### config.mk
export PLATFORM = sky130hd
export DESIGN_NAME = common_bus_arbiter
export DESIGN_NICKNAME = d
export VERILOG_FILES = /design/src/rtl/bus_pkg.sv /design/src/rtl/rr_pick.sv /design/src/rtl/common_bus_arbiter.sv
export SDC_FILE = /design/constraint.sdc
export NUM_CORES = 1
export LEC_CHECK = 0
export ABC_CLOCK_PERIOD_IN_PS = 9600
export CAP_MARGIN = 40
export CORE_ASPECT_RATIO = 0.5
export CORE_MARGIN = 2
export CORE_UTILIZATION = 50
export DETAILED_ROUTE_END_ITERATION = 8
export PLACE_DENSITY = 0.84
export RECOVER_POWER = 25
export SYNTH_ARGS = -nofsm -noshare
export SYNTH_HDL_FRONTEND = slang
export SYNTH_SLANG_ARGS = --single-unit
### constraint.sdc
create_clock -name clk -period 9.6 [get_ports clk]
set_clock_uncertainty 0.15 [all_clocks]
set_input_delay 0.96 -clock clk [delete_from_list [all_inputs] [get_ports clk]]
set_output_delay 0.96 -clock clk [all_outputs]
set_load 0.005 [all_outputs]
### src/rtl/bus_pkg.sv
// Shared types and helpers for the common-bus arbiter.
// Holds the FSM state encoding, mode codes and a one-hot helper.
package bus_pkg;

  typedef enum logic [1:0] {
    IDLE,
    XFER,
    LOCKED
  } state_t;

  localparam logic MODE_DIRECT = 1'b0;
  localparam logic MODE_RR     = 1'b1;

  localparam int MAXSRC = 16;

  function automatic logic [MAXSRC-1:0] onehot(
    input logic [3:0] idx
  );
    return MAXSRC'(1) << idx;
  endfunction

endpackage

### src/rtl/rr_pick.sv
// Rotating-priority picker: first requester at or after ptr, modulo NSRC.
// Purely combinational; the owner keeps the pointer register.
module rr_pick #(
  parameter  int NSRC = 8,
  localparam int SELW = $clog2(NSRC)
) (
  input  logic [NSRC-1:0] req,
  input  logic [SELW-1:0] ptr,
  output logic            found,
  output logic [SELW-1:0] win_idx
);

  int p;

  always_comb begin
    found   = 1'b0;
    win_idx = '0;
    p       = 0;
    for (int i = 0; i < NSRC; i++) begin
      p = int'(ptr) + i;
      if (p >= NSRC) p = p - NSRC;
      if (!found && req[p]) begin
        found   = 1'b1;
        win_idx = SELW'(p);
      end
    end
  end

endmodule

### src/rtl/common_bus_arbiter.sv
// Registered common-bus transfer unit: direct select or round-robin
// arbitration with per-source lock, one registered bus word per cycle.
module common_bus_arbiter
  import bus_pkg::*;
#(
  parameter  int W    = 16,
  parameter  int NSRC = 8,
  localparam int SELW = $clog2(NSRC)
) (
  input  logic              clk,
  input  logic              rst,
  input  logic              mode,
  input  logic [SELW-1:0]   sel,
  input  logic              sel_valid,
  input  logic [NSRC-1:0]   req,
  input  logic [NSRC-1:0]   lock,
  input  logic [NSRC*W-1:0] src_data,
  output logic [W-1:0]      bus_out,
  output logic              bus_valid,
  output logic [SELW-1:0]   bus_src,
  output logic [NSRC-1:0]   gnt,
  output logic              sel_err
);

  localparam logic [SELW:0]   NSRC_W = (SELW+1)'(NSRC);
  localparam logic [SELW-1:0] LAST   = SELW'(NSRC - 1);

  state_t          state_q, state_d;
  logic [SELW-1:0] ptr_q, ptr_d;
  logic [W-1:0]    bus_out_q, bus_out_d;
  logic            bus_valid_q, bus_valid_d;
  logic [SELW-1:0] bus_src_q, bus_src_d;
  logic [NSRC-1:0] gnt_q, gnt_d;
  logic            sel_err_q, sel_err_d;

  logic            found;
  logic [SELW-1:0] win_idx;
  logic            do_arb;

  rr_pick #(.NSRC(NSRC)) u_pick (
    .req     (req),
    .ptr     (ptr_q),
    .found   (found),
    .win_idx (win_idx)
  );

  // Loop-compare mux: an index past NSRC-1 yields zero, never X.
  function automatic logic [W-1:0] word_at(
    input logic [SELW-1:0] i
  );
    logic [W-1:0] r;
    r = '0;
    for (int k = 0; k < NSRC; k++)
      if (int'(i) == k) r = src_data[k*W +: W];
    return r;
  endfunction

  function automatic logic [NSRC-1:0] oh_n(
    input logic [SELW-1:0] i
  );
    return NSRC'(onehot(4'(i)));
  endfunction

  always_comb begin
    state_d     = IDLE;
    ptr_d       = ptr_q;
    bus_out_d   = bus_out_q;
    bus_valid_d = 1'b0;
    bus_src_d   = bus_src_q;
    gnt_d       = '0;
    sel_err_d   = 1'b0;
    do_arb      = 1'b0;

    unique case (state_q)
      LOCKED: begin
        if (req[bus_src_q] && lock[bus_src_q]) begin
          state_d     = LOCKED;
          bus_out_d   = word_at(bus_src_q);
          bus_valid_d = 1'b1;
          gnt_d       = gnt_q;
        end else begin
          do_arb = 1'b1;
        end
      end
      default: begin
        if (mode == MODE_RR) begin
          do_arb = 1'b1;
        end else if (sel_valid) begin
          if ({1'b0, sel} >= NSRC_W) begin
            sel_err_d = 1'b1;
          end else begin
            state_d     = XFER;
            bus_out_d   = word_at(sel);
            bus_src_d   = sel;
            gnt_d       = oh_n(sel);
            bus_valid_d = 1'b1;
          end
        end
      end
    endcase

    if (do_arb && found) begin
      state_d     = lock[win_idx] ? LOCKED : XFER;
      bus_out_d   = word_at(win_idx);
      bus_src_d   = win_idx;
      gnt_d       = oh_n(win_idx);
      bus_valid_d = 1'b1;
      ptr_d       = (win_idx == LAST) ? '0 : win_idx + 1'b1;
    end
  end

  always_ff @(posedge clk) begin
    if (rst) begin
      state_q     <= IDLE;
      ptr_q       <= '0;
      bus_out_q   <= '0;
      bus_valid_q <= 1'b0;
      bus_src_q   <= '0;
      gnt_q       <= '0;
      sel_err_q   <= 1'b0;
    end else begin
      state_q     <= state_d;
      ptr_q       <= ptr_d;
      bus_out_q   <= bus_out_d;
      bus_valid_q <= bus_valid_d;
      bus_src_q   <= bus_src_d;
      gnt_q       <= gnt_d;
      sel_err_q   <= sel_err_d;
    end
  end

  assign bus_out   = bus_out_q;
  assign bus_valid = bus_valid_q;
  assign bus_src   = bus_src_q;
  assign gnt       = gnt_q;
  assign sel_err   = sel_err_q;

endmodule

==> impl_results.md, run 1 <==
* Vias in the first global route at approximately 7.7k
* Routability congestion estimate at between 1 and 1.5
* Peak VDD IR at around 170 uV
* Total Power at roughly 0.0025 W
* Inst Count DP at 1129
* Worst Setup Start Kind: register
* CTS root buf: clkbuf_16
* Starting Density at about half
* WL final at roughly 26 mm
* Core area at 11700 um2
* Post-synth top area share at between 10 and 15%
* Setup bufs post-CTS at 0
* CTS resizes at 0
* Post-detailed-route count of antenna-violating nets at 0
* Worst skew pair latency at 0.29 ns
* Crit. End Element: register
* Net Count, Synth at approximately 1.0k
* Asr flop ratio synth at 0%
* Non-Filler Instances at 1138
* Fin nets at between 1k and 1.5k
* Antenna diodes at 0
* Post-CTS Hold Fix Bufs at 0
* Fin. Hold Viols at 0
* Most frequent cells after synthesis: nand2_1 (133), nor2_1 (87), a21oi_1 (85)
* CTS HTree Levels at 2
* RSZ-0062 raised after global routing: false
* Pin count of the biggest net entering global routing at between 60 and 70
* Critical path type: register to register
* Max Fclk at ~160 MHz
* DR DRC count at 0
* Rel. slew slack at roughly 35%
* Number of enable flip-flop cells after synthesis at 0
* Max-slew violations at 0
* Synthesis-to-finish area growth at 32.5%
* Most common cell in the synthesized netlist: nand2_1
* CP Max Fanout at 19
* Crit share post-route at 65.8%
* IO Pins at 180
* Pwr dens at 315 nW/um2
* Vias/cell at between 7 and 8
* Top cells by area, synth: dfxtp_1 (11%), mux4_2 (9.1%), nand2_1 (8.4%)
* Minimum clock period at approximately 6.3 ns
* Leakage at 2.92 nW
* Worst path arrival time at about 6.4 ns
* TritonCTS Buffers at 5
* Status: complete, no violations
* Least-Margin Pin Slew at a little under 1 ns
* Sink Count at 33
* Longest Clk Path Bufs at 2
* Synth Flop Type: dfxtp_1
* Register area share after synthesis at between 10 and 15%
* Mapped Cells at 856
* Share of cells above drive strength 1 at roughly 8%
* Yosys warns at 0
* Detailed Route Iter0 Violations at 1439
* Fillers at around 1.0k
* 1st-pass router iterations at 7
* Initial antenna violation count at 0
* CTS tree: built
* Row count at 28
* Max Cap Viol at 0
* Via count at 8304
* Total global routing overflow at 0
* GRT Util Overall at 39.4%
* HP Class: register to register
* Clock-pin slew on the worst setup and hold paths at about 0.070 ns
* First-pass GRT wire length at around 40 mm
* Leading area contributor after synthesis: dfxtp_1
* Full die area at between 10000 and 15000 um2
* #FFs+latches synth at 33
* Die height at 81.1 um
* Synth Cell Area at ~6000 um2
* Synthesized area per cell at 6.95 um2
* Endpoints failing setup at 0
* Setup TNS at 0 ns
* Routed WL per cell at approximately 23 um
* Distinct cells, synth at 68
* Dpl hpwl at 17.2 mm
* Die Wd at 158 um
* Worst EP required at between 9 and 10 ns
* Port Buffers at 178
where the power goes:
| group | switching [W] | leakage, nW | internal, W | total, W |
|---|---|---|---|---|
| Sequential | 0.0000499 | 0.273 | 0.000187 | 0.000237 |
| Combinational | 0.00122 | 2.55 | 0.000799 | 0.00202 |
| Clock | 0.0000769 | 0.0938 | 0.000149 | 0.000226 |
| Total | 0.00135 | 2.92 | 0.00113 | 0.00248 |
area by class of cell:
type	instances	area [um2]	share of cell area, %
Clock buffer	5	125	1.59
Clock inverter	3	65.1	0.825
Inverter	17	63.8	0.809
Multi-Input combinational cell	721	4860	61.7
Sequential cell	33	663	8.41
Tap cell	165	206	2.62
Timing Repair Buffer	194	1900	24.1
cell usage in the layout, fill, tap and decap left out, types with 24 or more instances in the layout:
master,n
nand3_1,30
mux4_2,24
a22oi_1,41
nand2_1,133
dfxtp_1,31
mux2i_1,40
nor2_1,87
clkdlybuf4s50_1,161
a21oi_1,85
o21ai_0,47
critical path: stages, from the launching register on:
cell and delay (ns):
dfxtp_1 0.88, inv_2 0.23, ha_1 0.78, mux2_2 0.41
mux4_2 0.50, or3_1 0.34, a31oi_2 0.19, a2bb2oi_2 0.17
or2_1 0.28, ha_1 0.24, ha_1 0.81, o21a_1 0.73
a222oi_1 0.28, o211ai_1 0.23
logic make-up (layout without fill, tap and decap cells):
group / count (synthesis) / count (layout) / synth area share (%)
AO/OA/AOI/OAI: 336 / 336 / 39.0
adder cells (fa/ha/maj): 8 / 8 / 1.68
other: 1 / 1 / 0.0630
multiplexers: 78 / 78 / 19.3
XOR/XNOR: 4 / 4 / 0.589
flip-flops: 33 / 33 / 11.1
buffers and inverters: 102 / 219 / 7.32
AND/OR/NAND/NOR: 294 / 294 / 21.0
per-layer routing:
metal	global-route usage (%)	up-vias	part of all wire, %
met1	49.6	3750	37
met5	0	-	0
li1	-	3529	-
met3	10.0	198	14
met2	63.4	827	44
met4	19.7	0	5.3
worst paths after layout:
| path | depth (start not counted) | from | slack [ns] | end |
|---|---|---|---|---|
| setup reg to reg | 13 | ptr_q[0] | 3.28 | bus_out[13] |
| hold reg to reg | 2 | gnt[5] | 0.30 | gnt[5] |
| setup / recovery | 13 | ptr_q[0] | 3.28 | bus_out[13] |
| hold / removal | 2 | gnt[5] | 0.30 | gnt[5] |
sequential cells by signal, indices dropped and copies added (netlist names):
| signal | cells |
|---|---|
| bus_valid | 1 |
| state_q | 2 |
| bus_out | 16 |
| gnt | 8 |
| bus_src | 3 |
| ptr_q | 3 |
through the flow:
step | utilization, % | setup slack (ns) | hold slack [ns] | cell area [um2]
after floorplan | - | 4.77 | 0.298 | 5950
after global placement | 65.5 | 3.27 | 0.292 | 7670
after detailed placement | 65.7 | 3.52 | 0.300 | 7690
after CTS | 67.3 | 3.45 | 0.308 | 7880
after global routing | 67.4 | 2.97 | 0.321 | 7890
final | 67.4 | 3.28 | 0.299 | 7890
Power figures use the tool's default switching activity.
==> run 2: changes to the inputs <==
- ABC_CLOCK_PERIOD_IN_PS: 9600 -> 6600
- CORE_UTILIZATION: 50 -> 49
- PLACE_DENSITY: 0.84 -> 0.83
- clock period: 9.6 -> 6.6 ns (I/O delays scaled with it)
==> run 2 against run 1 <==
  * Design area about the same
  * Sequential share of layout area about the same
  * Final cell count up 0.53%
  * Count of clock-buffer cells in the layout unchanged
  * Register-to-register slack worse by 2.2 ns
  * Global-route usage down 1.2 points
  * Non-clock buffer count up 6
  * Clock power up 4%
  * Worst hold slack better by 0.0028 ns
  * Wire length down 1.7%
  * Via count down 3.4%
  * Utilization down 0.73 points
  * Critical path type unchanged
  * Largest cell class unchanged
==> impl_results.md, run 2 (synthesis results as in run 1) <==
* Pwr dens at 449 nW/um2 (+42%)
* Detailed Route Iter0 Violations at 1226 (-15%)
* CTS resizes at 0 (unchanged)
* Via count at 8024 (-3.4%)
* Rel. slew slack at 42.1% (+6.6 points)
* Post-route cell area at 7900 um2 (about the same)
* Share of cells above drive strength 1 at 8.78% (+0.67 points)
* Longest Clk Path Bufs at 2 (unchanged)
* DP Area at 7750 um2 (+0.81%)
* DR DRC count at 0 (unchanged)
* Post-CTS Hold Fix Bufs at 0 (unchanged)
* HP Class: register to register
* Crit. End Element: register
* WL final at 25.7 mm (-1.7%)
* Most used cell, CP: buf_4
* CP max stage cell: ha_1
* Max Cap Viol at 0 (unchanged)
* CTS HTree Levels at 2 (unchanged)
* TritonCTS Buffers at 5 (unchanged)
* Number of flip-flops in the largest register at 16 (unchanged)
* Worst EP required at 6.63 ns (-3.04 ns)
* Register-to-Register Path Depth at 20 (+7)
* Status: complete, no violations
* Most frequent cells in the layout: clkdlybuf4s50_1 (161), nand2_1 (133), nor2_1 (87)
* Worst Setup Start Kind: register
* Vias in the first global route at 7755 (+0.56%)
* Starting Density at 50.3% (-0.60 points)
* CP Max Fanout at 26 (+7)
* WP depth at 20 (+7)
* Sink Count at 33 (unchanged)
* Minimum clock period at 5.55 ns (-0.767 ns)
* Synthesis-to-finish area growth at 32.7% (about the same)
* Fillers at 1075 (+3.7%)
* RSZ-0062 raised after global routing: false
* Leakage at 2.93 nW (+0.32%)
* Max-slew violations at 0 (unchanged)
* CP delay by family, top: buffers and inverters
* Fin. Hold Viols at 0 (unchanged)
* Peak VDD IR at 397 uV (+140%)
* First-pass GRT wire length at 40.2 mm (+0.85%)
* Setup TNS at 0 ns (unchanged)
* 1st-pass router iterations at 8 (+1)
* CTS root buf: clkbuf_16
* Fin nets at 1137 (+0.53%)
* Endpoints failing setup at 0 (unchanged)
* Routability congestion estimate at 0.983 (-2.6%)
* Critical path type: register to register
* Worst path arrival time at 5.58 ns (-0.80 ns)
* Total Power at 0.00354 W (+43%)
* Crit share post-route at 84.1% (+18 points)
* GRT Util Overall at 38.2% (-1.2 points)
* Buffers & Inverters on Critical Path at 5 (+4)
* Least-Margin Pin Slew at 0.867 ns (-0.101 ns)
* Max incr delay on CP at 0.73 ns (-0.15 ns)
* Reg-to-reg slack, setup at 1.05 ns (-2.23 ns)
* Die height at 81.9 um (+0.97%)
* Initial antenna violation count at 0 (unchanged)
* Vias/cell at 7.01 (-3.9%)
* IO Pins at 180 (unchanged)
* Hold Path Depth at 2 (unchanged)
* Port Buffers at 178 (unchanged)
* Most common cell after layout, fill and taps aside: clkdlybuf4s50_1
* CTS tree: built
* Setup bufs post-CTS at 0 (unchanged)
* Pin count of the biggest net entering global routing at 68 (-1.4%)
* Clock-pin slew on the worst setup and hold paths at 0.06 ns (about the same)
* Post-detailed-route count of antenna-violating nets at 0 (unchanged)
* Routed WL per cell at 22.5 um (-2.2%)
* Antenna diodes at 0 (unchanged)
* Dpl hpwl at 17.5 mm (+1.6%)
* Full die area at 13100 um2 (+2.0%)
* Worst-path cell chain: buf_4 -> inv_2 -> ha_1 -> mux2_2 -> mux4_2 -> or3_1 -> a31oi_2 -> a2bb2oi_2 -> or2_1 -> inv_1 -> ha_1 -> buf_4 -> nor2b_2 -> buf_4 -> a22oi_1 -> nor2_1 -> a21oi_1 -> nor3_1 -> a311oi_1 -> o41ai_1
* Core area at 11800 um2 (+1.2%)
* Total global routing overflow at 0 (unchanged)
* Max Fclk at 180 MHz (+14%)
* Die Wd at 160 um (+0.99%)
* Worst skew pair latency at 0.28 ns (about the same)
* Row count at 28 (unchanged)
[run 2: cell types whose count changed in the layout (fill, tap and decap cells not counted), sizes merged]
cell      previous run  this run
buf                 18        24
clkinv               3         4
clkinvlp             0         1
bufinv               2         0
[run 2: cell type report]
type / count / area, um2 / area share [%]
multi-input combinational: 721 / 4870 / 61.6
clock buffer: 5 / 125 / 1.58
tap: 165 / 206 / 2.61
inverter: 17 / 63.8 / 0.808
sequential: 33 / 663 / 8.40
timing repair buffer: 200 / 1950 / 24.7
clock inverter: 3 / 17.5 / 0.222
[run 2: worst min-delay path, cell delays in order (launching register included)]
cell and delay [ns]:
dfxtp_1 0.31, nand2_1 0.05, a21oi_1 0.05
[run 2: power by group]
group          internal (W)  switching (W)
Sequential         0.000272      0.0000463
Combinational       0.00118        0.00181
Clock              0.000138      0.0000966
Total               0.00159        0.00195
[run 2: final timing paths]
kind / to / start
worst max-delay path: bus_out[2] / ptr_q[0]
worst min-delay path: gnt[5] / gnt[5]
worst max register to register: bus_out[2] / ptr_q[0]
worst min register to register: gnt[5] / gnt[5]
[run 2: per-stage QoR]
stage,setup WS [ns],hold slack [ns],cells,util [%]
4_1_cts,1.14,0.307,1144,66.7
2_1_floorplan,1.77,0.298,856,-
5_1_grt,0.740,0.331,1144,66.7
3_5_place_dp,1.17,0.300,1136,65.5
3_3_place_gp,1.29,0.295,1132,65.1
6_report,1.05,0.302,1144,66.7
[run 2: metal layers]
layer	up-vias	track usage, %	wire (um)
li1	3529	-	-
met4	0	18.9	1110
met1	3678	47.9	9840
met5	-	0	0
met2	682	63.7	11500
met3	135	8.03	3300
